### config.mk
export PLATFORM = sky130hd
export DESIGN_NAME = serial_add_ctrl
export DESIGN_NICKNAME = d
export VERILOG_FILES = /design/src/rtl/serial_add_ctrl.sv
export SDC_FILE = /design/constraint.sdc
export NUM_CORES = 1
export LEC_CHECK = 0
export CAP_MARGIN = 20
export CELL_PAD_IN_SITES_DETAIL_PLACEMENT = 1
export CELL_PAD_IN_SITES_GLOBAL_PLACEMENT = 1
export CORE_MARGIN = 4
export CORE_UTILIZATION = 39
export DETAILED_ROUTE_END_ITERATION = 8
export HOLD_SLACK_MARGIN = 0.12
export PLACE_DENSITY = 0.91
export SETUP_SLACK_MARGIN = 0.02
export SYNTH_ARGS = -nofsm -noshare
export SYNTH_HDL_FRONTEND = slang
export SYNTH_SLANG_ARGS = --single-unit
### constraint.sdc
create_clock -name clk -period 2 [get_ports clk]
set_input_delay 0.3 -clock clk [delete_from_list [all_inputs] [get_ports clk]]
set_output_delay 0.3 -clock clk [all_outputs]
set_load 0.005 [all_outputs]
### src/rtl/serial_add_ctrl.sv
// -----------------------------------------------------------------------------
// serial_add_ctrl
//
// Bit-serial add sequencer. It drives one external 1-bit full adder cell and
// uses it to add two WIDTH-bit operands LSB first, one bit per clock. A carry
// flop feeds each bit's carry-out back in as the next bit's carry-in. Sum bits
// are collected in a shift register. The result registers load only when the
// job completes.
//
// Parameters
//   WIDTH     operand/result width in bits (WIDTH >= 2)
//
// Ports
//   clk       clock, rising edge
//   rst       asynchronous active-high reset
//   start     job request, sampled only in IDLE or DONE
//   a_in      operand A, captured on the edge that accepts start
//   b_in      operand B, captured on the edge that accepts start
//   cin_in    initial carry, captured on the edge that accepts start
//   add_a     to adder A   (current A bit in RUN, else 0)
//   add_b     to adder B   (current B bit in RUN, else 0)
//   add_cin   to adder Cin (carry flop in RUN, else 0)
//   add_sum   from adder Sum
//   add_cout  from adder Cout
//   busy      high while in RUN
//   done      high for the single DONE cycle
//   sum_out   result, updated on DONE entry only
//   cout_out  carry out of the MSB, updated on DONE entry only
//   ovf_out   signed overflow (carry into MSB ^ carry out of MSB)
// -----------------------------------------------------------------------------
module serial_add_ctrl #(
    parameter int WIDTH = 8
) (
    input  logic             clk,
    input  logic             rst,
    input  logic             start,
    input  logic [WIDTH-1:0] a_in,
    input  logic [WIDTH-1:0] b_in,
    input  logic             cin_in,
    output logic             add_a,
    output logic             add_b,
    output logic             add_cin,
    input  logic             add_sum,
    input  logic             add_cout,
    output logic             busy,
    output logic             done,
    output logic [WIDTH-1:0] sum_out,
    output logic             cout_out,
    output logic             ovf_out
);

    localparam int CNT_W = (WIDTH > 1) ? $clog2(WIDTH) : 1;
    localparam logic [CNT_W-1:0] CNT_LAST = CNT_W'(WIDTH - 1);

    typedef enum logic [1:0] {
        IDLE = 2'd0,
        RUN  = 2'd1,
        DONE = 2'd2
    } state_t;

    state_t             state_reg;
    state_t             state_next;

    logic [WIDTH-1:0]   a_sh_reg;
    logic [WIDTH-1:0]   b_sh_reg;
    logic [WIDTH-1:0]   sum_sh_reg;
    logic               carry_reg;
    logic [CNT_W-1:0]   cnt_reg;
    logic [WIDTH-1:0]   sum_out_reg;
    logic               cout_out_reg;
    logic               ovf_out_reg;

    logic               accept;
    logic               last_bit;

    // A new job may start from IDLE or straight out of DONE (back-to-back).
    assign accept   = ((state_reg == IDLE) || (state_reg == DONE)) && start;
    assign last_bit = (state_reg == RUN) && (cnt_reg == CNT_LAST);

    // ------------------------------------------------------------------
    // State register
    // ------------------------------------------------------------------
    always_ff @(posedge clk or posedge rst) begin
        if (rst) begin
            state_reg <= IDLE;
        end else begin
            state_reg <= state_next;
        end
    end

    // ------------------------------------------------------------------
    // Next-state and adder drive
    // ------------------------------------------------------------------
    always_comb begin
        state_next = state_reg;
        add_a      = 1'b0;
        add_b      = 1'b0;
        add_cin    = 1'b0;
        busy       = 1'b0;
        done       = 1'b0;
        case (state_reg)
            IDLE: begin
                if (start) begin
                    state_next = RUN;
                end
            end
            RUN: begin
                busy    = 1'b1;
                add_a   = a_sh_reg[0];
                add_b   = b_sh_reg[0];
                add_cin = carry_reg;
                if (cnt_reg == CNT_LAST) begin
                    state_next = DONE;
                end
            end
            DONE: begin
                done       = 1'b1;
                state_next = start ? RUN : IDLE;
            end
            default: begin
                state_next = IDLE;
            end
        endcase
    end

    // ------------------------------------------------------------------
    // Datapath
    // ------------------------------------------------------------------
    always_ff @(posedge clk or posedge rst) begin
        if (rst) begin
            a_sh_reg     <= '0;
            b_sh_reg     <= '0;
            sum_sh_reg   <= '0;
            carry_reg    <= 1'b0;
            cnt_reg      <= '0;
            sum_out_reg  <= '0;
            cout_out_reg <= 1'b0;
            ovf_out_reg  <= 1'b0;
        end else if (accept) begin
            a_sh_reg  <= a_in;
            b_sh_reg  <= b_in;
            carry_reg <= cin_in;
            cnt_reg   <= '0;
        end else if (state_reg == RUN) begin
            sum_sh_reg <= {add_sum, sum_sh_reg[WIDTH-1:1]};
            a_sh_reg   <= {1'b0, a_sh_reg[WIDTH-1:1]};
            b_sh_reg   <= {1'b0, b_sh_reg[WIDTH-1:1]};
            carry_reg  <= add_cout;
            cnt_reg    <= cnt_reg + CNT_W'(1);
            if (last_bit) begin
                // The MSB sum bit is still on add_sum, so the result is
                // assembled from the adder output rather than from sum_sh_reg.
                sum_out_reg  <= {add_sum, sum_sh_reg[WIDTH-1:1]};
                cout_out_reg <= add_cout;
                // carry_reg still holds the carry into the MSB at this edge.
                ovf_out_reg  <= add_cout ^ carry_reg;
            end
        end
    end

    assign sum_out  = sum_out_reg;
    assign cout_out = cout_out_reg;
    assign ovf_out  = ovf_out_reg;

endmodule

==> flow_summary_export.csv <==
group,metric,value,unit
cells_and_area,design_area,2230,sq um
floorplan,io_pins,37,
yosys,synth_top_family_by_area,"simple AND/OR/NAND/NOR gates",
cells_and_area,layout_common_cells,"dfrtp_1 (39), clkdlybuf4s50_1 (36), nand2_1 (23), nor2_1 (15), o22ai_1 (14)",
critical_path,path_class,"register to output port",
timing,hold_ws,419.1,ps
place,dp_hpwl,2919,microns
critical_path,critPathRequiredTime,1700,ps
power,p_int,2.366,mW
yosys,synth_top_area_frac,0.5648,
critical_path,critPathArrivalTime,1590,ps
critical_path,critical_path.endpoint,"add_b",
power,ir_worst_vdd,0.0008861,V
yosys,synth-seq-area-share,0.5648,
power,pwr-share-seq,0.388,
floorplan,die_h,74.56,microns
timing,setup_viol,0,
timing,period_minus_slack,1893,ps
outcome,status,"complete, no violations",
cells_and_area,final_common_cell,"dfrtp_1",
place,placed_area,2115,sq um
yosys,synthAdderAreaFrac,0.01448,
global_route,track_usage,0.1653,
clocking,clk_latency,300,ps
clocking,cts_htree_levels,2,
yosys,syn_area,1728,sq um
yosys,yosysWarnings,0,
timing,finClkSkew,5.589,ps
place,io_buffers,36,
power,power_density,1619,nW/um^2
place,place_congestion,0.7176,
yosys,yosysTopAreaCell,"dfrtp_1",
yosys,synth_xor_area_frac,0.01014,
critical_path,r2r_start,"cnt_reg[0]",
critical_path,crit_path_top_delay_cell,"clkdlybuf4s50_1",
route,drc,0,
global_route,grt_overflow,0,
clocking,cts_sinks,39,
critical_path,worst-r2r-cell-count,4,
yosys,synth_nets,179,
timing,timing.final.crit_share,0.9463,
route,ant_nets,0,
floorplan,row_count,23,
timing,relSlewSlack,0.6693,
critical_path,slowest_delay,510,ps
floorplan,dieWidth,74.56,microns
power,p_leak,1.037,nW
clocking,cts_tree,"done",
clocking,cts_buffer_depth,2,
cells_and_area,final_layout_size_suffix_gt1_frac,0.1531,
clocking,clk_pin_slew_worst_paths,80,ps
floorplan,die_area,5559,sq um
route,finalWirelength,4133,microns
timing,slew_viol_final,0,
timing,fin_setup_tns,0,ps
timing,rsz0062_at_grt,"false",
clocking,cts-buffers-inserted,5,
route,drt-pass1-iter-count,4,
min_path,hp-class,"input pin to async pin",
cells_and_area,antenna_cells,0,
power,combPwrFrac,0.425,
cells_and_area,nNetsFinal,219,
route,wl_per_cell,16.80,microns
cells_and_area,utilization,0.5380,
cells_and_area,syn_to_final_growth,29.04,%
yosys,synth_area_per_cell,11.15,sq um
yosys,synth.distinct_cells,27,
timing,worst_pin_slew,496.1,ps
critical_path,critPathCaptureType,"output port",
route,via_per_inst,5.069,
floorplan,core,4144,sq um
power,swShare,0.3447,
yosys,ys_ff_latch,39,
critical_path,cp_max_fo,6,
clocking,root_buffer,"clkbuf_8",
critical_path,start_kind,"register",
critical_path,r2r_slack,430,ps
yosys,synth-simple-area-share,0.1593,
critical_path,cp_cell_sequence,"nand2b_2 > nor2_1 > clkdlybuf4s50_1",
yosys,synth-compound-area-share,0.09341,
floorplan,initial_utilization,0.4170,
timing,max_freq,528.4,MHz
power,p_sw,1.244,mW
route,first_iter_violations,76,
timing,hold_viol,0,
global_route,grt_antenna_before_repair,0,
route,vias,1247,
critical_path,rr_endpoint,"sum_out[5]",
yosys,synth.area.top_cells,"dfrtp_1 (56%), mux2_4 (6.1%), o22ai_1 (5.1%)",
clocking,cts_setup_buffers,0,
yosys,synth_cells,155,
global_route,grt_pass1_wl,6699,microns
yosys,synthMuxAreaShare,0.09196,
global_route,grt_max_degree,40,
critical_path,cp-startpoint,"state_reg[1]",
run,drv_cap,0,
power,power_frac_clock,0.186,
global_route,grt_pass1_vias,1345,
==> critical path: cells and delay by family, from the launching register on <==
kind                   cells  cell delay, ps
DFF                        1             390
and+or+nand+nor            2             390
buffers and inverters      1             510
==> area by class of cell <==
cell class | instances | area (sq um)
fill | 449 | 1914
multi-input combinational | 100 | 640.6
inverter | 6 | 25.02
clock inverter | 3 | 43.79
clock buffer | 5 | 68.82
timing repair buffer | 43 | 412.9
sequential | 39 | 975.9
tap | 50 | 62.56
==> repair_timing <==
action                     CTS  global route
setup endpoints to repair    0             3
gates resized for setup      0             1
hold buffers                 0             0
==> layer usage <==
metal  global-route usage  routed length [microns]
met5                    0                        0
met4              0.05336                       44
met2               0.2751                     2148
met1               0.2048                     1755
met3              0.05135                      186
==> per-stage QoR <==
step / power, mW / setup WS (ps) / std cells
floorplan: 2.375 / 543.0 / 155
global placement: 2.851 / 362.5 / 238
detailed placement: 2.969 / 293.4 / 238
CTS: 3.664 / 28.42 / 246
global route: 3.873 / 25.80 / 246
finish: 3.610 / 107.5 / 246
==> power by group through the flow <==
| stage | Combinational [mW] | Clock, mW | Sequential [mW] |
|---|---|---|---|
| 3_3_place_gp | 1.46 | 0 | 1.39 |
| 3_5_place_dp | 1.55 | 0 | 1.42 |
| 4_1_cts | 1.57 | 0.692 | 1.41 |
| 6_report | 1.54 | 0.673 | 1.40 |
| 2_1_floorplan | 1.01 | 0 | 1.37 |
| 5_1_grt | 1.71 | 0.712 | 1.45 |
==> kinds of logic after synthesis <==
| group | count (synthesis) |
|---|---|
| buffers and inverters | 16 |
| DFF | 39 |
| xor gates and xnor gates | 2 |
| adders and majority gates | 2 |
| and+or+nand+nor | 58 |
| AOI/OAI and AO/OA | 26 |
| muxes | 12 |
==> Yosys cell counts <==
cell type and instances:
dfrtp_1 39, nand2_1 23, nor2_1 15, o22ai_1 14, nor3_1 11, mux2_4 7, buf_6 5, inv_1 5
a21oi_1 4, a22o_1 3, buf_4 3, mux2_2 3, buf_2 2, ha_1 2, mux2i_1 2, nand2b_1 2
nor2b_1 2, o21ai_0 2, o21ai_1 2, xnor2_1 2, a211oi_1 1, and2b_1 1, inv_4 1, nand2b_4 1
nand3_1 1, nand3b_4 1, nor2_2 1
==> how the worst min path moves through the flow <==
stage                     slack [ps]  depth (start not counted)     startpoint            end
final                            420                          3            rst     sum_out[0]
after global routing             470                          3            rst     sum_out[0]
after CTS                        430                          3            rst     sum_out[1]
after detailed placement         480                          2  sum_sh_reg[1]  sum_sh_reg[1]
after global placement           460                          2  sum_sh_reg[1]  sum_sh_reg[1]
after floorplan                  410                          2        add_sum  sum_sh_reg[7]
Note: power is estimated with default switching activity, not from simulation.
